### src/rtl/operand_loader.sv
// rtl/operand_loader.sv - byte-stream loader that packs little-endian operand bytes into a word bank
// Words commit one cycle after their last byte; the bank itself is never reset.
module operand_loader #(
   parameter int DEPTH = 32,
   parameter int WIDTH = 64,
   localparam int AW = $clog2(DEPTH),
   localparam int CW = $clog2(DEPTH + 1)
) (
   input  logic             clock,
   input  logic             reset,
   input  logic             clear,
   input  logic             in_valid,
   input  logic [7:0]       in_data,
   input  logic             in_last,
   output logic             in_ready,
   input  logic [AW-1:0]    rd_addr,
   output logic [WIDTH-1:0] rd_data,
   output logic [CW-1:0]    word_count,
   output logic             loaded,
   output logic             overflow
);

   typedef enum logic [1:0] {S_IDLE, S_FILL, S_COMMIT, S_DONE} state_t;

   localparam logic [CW-1:0] LAST_SLOT = CW'(DEPTH - 1);

   state_t           state;
   logic             ready_q;
   logic [2:0]       byte_idx;
   logic             last_q;
   logic [WIDTH-1:0] assembly;
   logic [WIDTH-1:0] bank [DEPTH];
   logic             accept;

   // clear blocks acceptance combinationally so a byte offered alongside it is dropped
   assign in_ready = ready_q & ~clear;
   assign accept   = in_valid & in_ready;

   always_ff @(posedge clock or negedge reset) begin
      if (!reset) begin
         state      <= S_IDLE;
         ready_q    <= 1'b0;
         byte_idx   <= 3'd0;
         last_q     <= 1'b0;
         assembly   <= '0;
         word_count <= '0;
         loaded     <= 1'b0;
         overflow   <= 1'b0;
      end else if (clear) begin
         state      <= S_IDLE;
         ready_q    <= 1'b1;
         byte_idx   <= 3'd0;
         last_q     <= 1'b0;
         assembly   <= '0;
         word_count <= '0;
         loaded     <= 1'b0;
         overflow   <= 1'b0;
      end else begin
         case (state)
            S_IDLE: begin
               ready_q <= 1'b1;
               if (accept) begin
                  assembly <= {{(WIDTH-8){1'b0}}, in_data};
                  byte_idx <= 3'd1;
                  last_q   <= in_last;
                  if (in_last) begin
                     state   <= S_COMMIT;
                     ready_q <= 1'b0;
                  end else begin
                     state   <= S_FILL;
                  end
               end
            end
            S_FILL: begin
               if (accept) begin
                  assembly[{byte_idx, 3'b000} +: 8] <= in_data;
                  byte_idx <= byte_idx + 3'd1;
                  if (byte_idx == 3'd7 || in_last) begin
                     state   <= S_COMMIT;
                     ready_q <= 1'b0;
                     last_q  <= in_last;
                  end
               end
            end
            S_COMMIT: begin
               assembly <= '0;
               byte_idx <= 3'd0;
               last_q   <= 1'b0;
               if (word_count <= LAST_SLOT)
                  word_count <= word_count + 1'b1;
               if (last_q || word_count == LAST_SLOT) begin
                  state  <= S_DONE;
                  loaded <= 1'b1;
               end else begin
                  state   <= S_IDLE;
                  ready_q <= 1'b1;
               end
            end
            S_DONE: begin
               ready_q <= 1'b0;
               if (in_valid)
                  overflow <= 1'b1;
            end
            default: state <= S_IDLE;
         endcase
      end
   end

   // the pending word still lands in the bank when clear coincides with COMMIT
   always_ff @(posedge clock) begin
      if (state == S_COMMIT)
         bank[word_count[AW-1:0]] <= assembly;
   end

   always_ff @(posedge clock or negedge reset) begin
      if (!reset)
         rd_data <= '0;
      else
         rd_data <= bank[rd_addr];
   end

endmodule

### config.mk
export PLATFORM = sky130hd
export DESIGN_NAME = operand_loader
export DESIGN_NICKNAME = d
export VERILOG_FILES = /design/src/rtl/operand_loader.sv
export SDC_FILE = /design/constraint.sdc
export NUM_CORES = 2
export LEC_CHECK = 0
export CORE_UTILIZATION = 42
export CTS_BUF_LIST = sky130_fd_sc_hd__clkbuf_16
export CTS_CLUSTER_SIZE = 8
export DETAILED_ROUTE_END_ITERATION = 6
export PLACE_DENSITY_LB_ADDON = 0.25
export SYNTH_ARGS = -nofsm -noshare
export SYNTH_HDL_FRONTEND = slang
export SYNTH_SLANG_ARGS = --single-unit
### constraint.sdc
create_clock -name clock -period 7.1 [get_ports clock]
set_input_delay 1.42 -clock clock [delete_from_list [all_inputs] [get_ports clock]]
set_output_delay 1.42 -clock clock [all_outputs]
set_load 0.01 [all_outputs]
# == Word-level counts from Yosys, hierarchy flattened ==
# Memories as Yosys holds them, arrays and structs flattened. A register that Yosys moved wholly into a read port is not among the register bits.
# Cells that the tools add are included.
# Widths: inputs -> output; s select.
# classes
shifts,2
muxes,39
bitwise_logic,3
n_addsub,3
n_lt_le_gt_ge,1
n_reduce_logical,16
eq_ne,9
# ops
operator,n
$mux 64,3
$pmux 64 s3,1
$bwmux 64,1
$shift 8x8->64 const A,1
$shiftx 8x8->64,1
$mux 1,18
$mux 6,3
$mux 2,6
$ne 3x3->1 const B,4
$reduce_bool 2->1,5
$mux 3,3
$pmux 3 s3,1
$neg 6->8,1
$add 6x1->6 const B,1
$eq 6x5->1 const B,1
$le 6x5->1 const B,1
$pmux 2 s3,1
$reduce_and 2->1,3
$reduce_and 3->1,2
$eq 2x2->1 const B,2
$pmux 1 s4,1
$reduce_and 4->1,1
$reduce_bool 4->1,1
$add 3x1->3 const B,1
other kinds (8),10
# word_totals
memories,1
ramBits,2048
regBits,79
in_bits,18
out_inout_bits,73
wordCells,82
# memory_table
name,words,word_bits,rd,rd_clocked_by_memory_dff,write_ports,line_no,rtl
bank,32,64,1,1,1,32,logic [WIDTH-1:0] bank [DEPTH];

# == Logic depth before layout (Yosys ltp) ==
# logic_depth
ltp_word,6
ltp_mapped,9
ltp_nobuf,7

# == Least setup slack after synthesis ==
# Ideal clock, no wire load.
# synth_path
path_type,flip-flop to flip-flop
startpoint,register state[0]
endpoint,memory bank[30][0] (enable)
required_ns,6.613
stages_incl_launch_ff,6
setup_time_ns,0.487
synth_period_minus_slack_ns,4.396
path_buffers,1
slack_ns,2.704
arrival_ns,3.909
cell_sequence,dfrtp_1 -> inv_1 -> ha_1 -> clkbuf_1 -> nand2_1 -> nor2_1
# synth_via
elab_chain_len,3
# synth_lines
item,line_no,rtl
"start, declared",27,state_t state;
"start signal, assigned",41,state <= S_IDLE;
"start signal, assigned",50,state <= S_IDLE;
"start signal, assigned",67,state <= S_COMMIT;
$eq 2x2->1,111,if (state == S_COMMIT)
$mux 1,111,
$mux 1 (implied by the code),112,bank[word_count[AW-1:0]] <= assembly;
"end, declared",32,
# Every way passes these cells.

# == Final worst setup path ==
# layout_path
startpoint,input port clear
endpoint,output port in_ready
# layout_via
elab_chain_len,2
# layout_lines
item,line_no,rtl
"start, declared",11,"input logic clear,"
$not 1->1,36,assign in_ready = ready_q & ~clear;
$and 1x1->1,36,
"end, declared",15,"output logic in_ready,"
# Every way passes these cells.

==> results.toml <==
[worst_setup_path]
r2r-start = "state[0]$_DFFE_PN0P_"
end_kind = "primary output"
path_class = "input port to primary output"
cp-endpoint = "in_ready"
worstPathArrival_ns = 3.15
critPathLaunchType = "input port"
cp-startpoint = "clear"
worstPathMaxFanout = 24
r2r_end = "bank[2][44]$_DFFE_PP_"
r2r_slack_ns = 3.25
reg2regPathDepth = 5
worstPathRequired_ns = 5.68

[sta]
rsz0062_at_grt = "false"
worst_slew_margin_rel_pct = 18.0
max_slew.worst_pin.slew_ns = 1.23
skew_ns = 0.0573
timing.setup.tns_ns = 0
timing.fmax_ghz = 0.219
finalMaxSlewViolations = 0
setup_viol = 0
period_share_pct = 64.4
finalHoldWorstSlack_ns = 0.480
hold_viol = 0
period_needed_ns = 4.57

[detailed_routing]
drt-pass1-iter-count = 6
wirelength_um = 219000
drt_iter0_markers = 4545
drc = 0
ant_nets = 0
wl_per_cell_um = 32.2
avgViaCountPerCell = 5.92
vias = 40200

[clock_tree]
clk_pin_slew_ns = 0.05
cts_tree = "built"
post-cts-setup-buffer-count = 0
cts.path.max_buffers = 4
hold_buffers = 0
clock_sinks = 2191
ctsResizeCount = 0
clk_latency_ns = 0.93
cts-buffers-inserted = 324
h-tree-depth = 5
cts-root-buf = "clkbuf_16"

[power_and_ir_drop]
seqPwrFrac_pct = 49.1
clkPwrFrac_pct = 45.3
p_leak_nw = 33.9
ir_drop_mv = 0.209
p_int_mw = 23.2
pwr_density_cell_mw_per_mm2 = 312
power_frac_comb_pct = 5.5
netSwitchingPower_mw = 6.58
switching_share_pct = 22.1
power_mw = 29.8

[floorplanning]
die_area_mm2 = 0.198
io_pins = 91
rows = 162
core_mm2 = 0.195
die_x_um = 444
die_h_um = 444
initial_utilization_pct = 42.2

[synthesis]
ys_ff_latch = 2191
synth_nets = 3672
netlist_area_mm2 = 0.0822
synth_edf_count = 2048
ys_warn_count = 0
async_flop_share_pct = 6.53
synth_cells = 3638
avgSynthCellArea_um2 = 22.6
synth_cell_types = 58
seq_area_frac_synth_pct = 79.1
synth-main-ff-cell = "edfxtp_1"

[finish]
mostFrequentLayoutCells = "2048 x edfxtp_1, 491 x mux4_2, 330 x clkbuf_16"
final_common_cell = "edfxtp_1"
final_area_mm2 = 0.0954
final_cells = 6784
area_growth_pct = 16.0
drive_above_1_share_pct = 23.9
num-nets-final = 3982

[min_path]
min_path_type = "register to register"

[job]
max_cap_violations = 0

[placed_design]
gp_congestion = 0.816
placed_cells_incl_taps = 6246
dpl_cell_area_mm2 = 0.0864
port_buffers = 90
place_hpwl_um = 109000

[global_routing]
grt_usage_pct = 22.3
grt_overflow = 0
grt_pass1_vias = 41100
grt_first_pass_wirelength_um = 309000
antenna_found_initial = 9
grt_max_degree = 93

[outcome]
status = "complete, no violations"
cells in the mapped netlist (all sizes together), types with 5 or more instances:
cell	number	area (µm²)
o22ai	232	1450
o21ai	51	255
or3	5	31.3
nor2b	7	43.8
nand2	43	161
a22oi	12	90.1
and3	11	68.8
mux4	496	11200
a211oi	12	140
mux2i	49	490
edfxtp	2048	61500
inv	11	41.3
clkbuf	59	239
nand4	18	113
dfrtp	143	3580
ha	16	200
nand3	42	210
a21oi	66	330
o221ai	10	87.6
buf	144	1010
nand3b	7	52.6
nor4	54	338
nor2	54	205
cell type report:
| cell class | instances | area (µm²) |
|---|---|---|
| Fill cell | 15600 | 99400 |
| Clock buffer | 330 | 8260 |
| Multi-Input combinational cell | 1233 | 16200 |
| Antenna cell | 7 | 17.5 |
| Clock inverter | 201 | 779 |
| Timing Repair Buffer | 187 | 1780 |
| Tap cell | 2624 | 3280 |
| Inverter | 11 | 41.3 |
| Sequential cell | 2191 | 65100 |
how the worst min path moves through the flow:
stage / start / to / slack [ns] / depth (start not counted)
global placement: last_q$_DFFE_PN0P_ / last_q$_DFFE_PN0P_ / 0.47 / 1
global route: last_q$_DFFE_PN0P_ / last_q$_DFFE_PN0P_ / 0.50 / 1
floorplan: last_q$_DFFE_PN0P_ / last_q$_DFFE_PN0P_ / 0.45 / 1
finish: last_q$_DFFE_PN0P_ / last_q$_DFFE_PN0P_ / 0.48 / 1
CTS: last_q$_DFFE_PN0P_ / last_q$_DFFE_PN0P_ / 0.48 / 1
detailed placement: last_q$_DFFE_PN0P_ / last_q$_DFFE_PN0P_ / 0.47 / 1
metal layers:
layer  GRT usage (%)  share of wire (%)  up-vias  wire [µm]
met5               0                  0        -          0
met4            6.82                2.7        0       5970
met3            4.07                6.6      372      14400
met2            37.3                 51     1587     111000
met1            29.6                 40    22000      87300
li1                -                  -    16200          -
metrics by stage:
step / worst slack, ns / util, %
after floorplan: 2.70 / -
after global placement: 2.54 / 44.3
after detailed placement: 2.50 / 44.3
after CTS: 2.49 / 49.0
after global routing: 2.43 / 49.0
final: 2.53 / 49.0
critical path, cell delays in order:
cell             delay, ns
clkdlybuf4s50_1       0.89
nor2b_1               0.28
clkdlybuf4s50_1       0.56
registers in the layout (all words and copies together) (netlist names):
| signal | flops |
|---|---|
| assembly | 64 |
| bank | 2048 |
| byte_idx | 3 |
| last_q | 1 |
| loaded | 1 |
| overflow | 1 |
| rd_data | 64 |
| ready_q | 1 |
| state | 2 |
| word_count | 6 |
cell families after synthesis:
kind of cell,Yosys count,share of synthesized area (%)
DFF,2191,79.1
xor gates and xnor gates,4,0.0426
muxes,546,14.2
AOI/OAI and AO/OA,405,3.10
adders and majority gates,16,0.243
buffers and inverters,214,1.57
and+or+nand+nor,262,1.69
power groups by stage:
stage | clock network [mW] | logic, mW | registers [mW]
2_1_floorplan | 0 | 1.02 | 14.8
3_3_place_gp | 0 | 1.63 | 14.9
3_5_place_dp | 0 | 1.65 | 14.9
4_1_cts | 13.7 | 1.65 | 14.6
5_1_grt | 14.2 | 1.74 | 14.6
6_report | 13.5 | 1.64 | 14.6
Note: power is estimated with default switching activity, not from simulation.
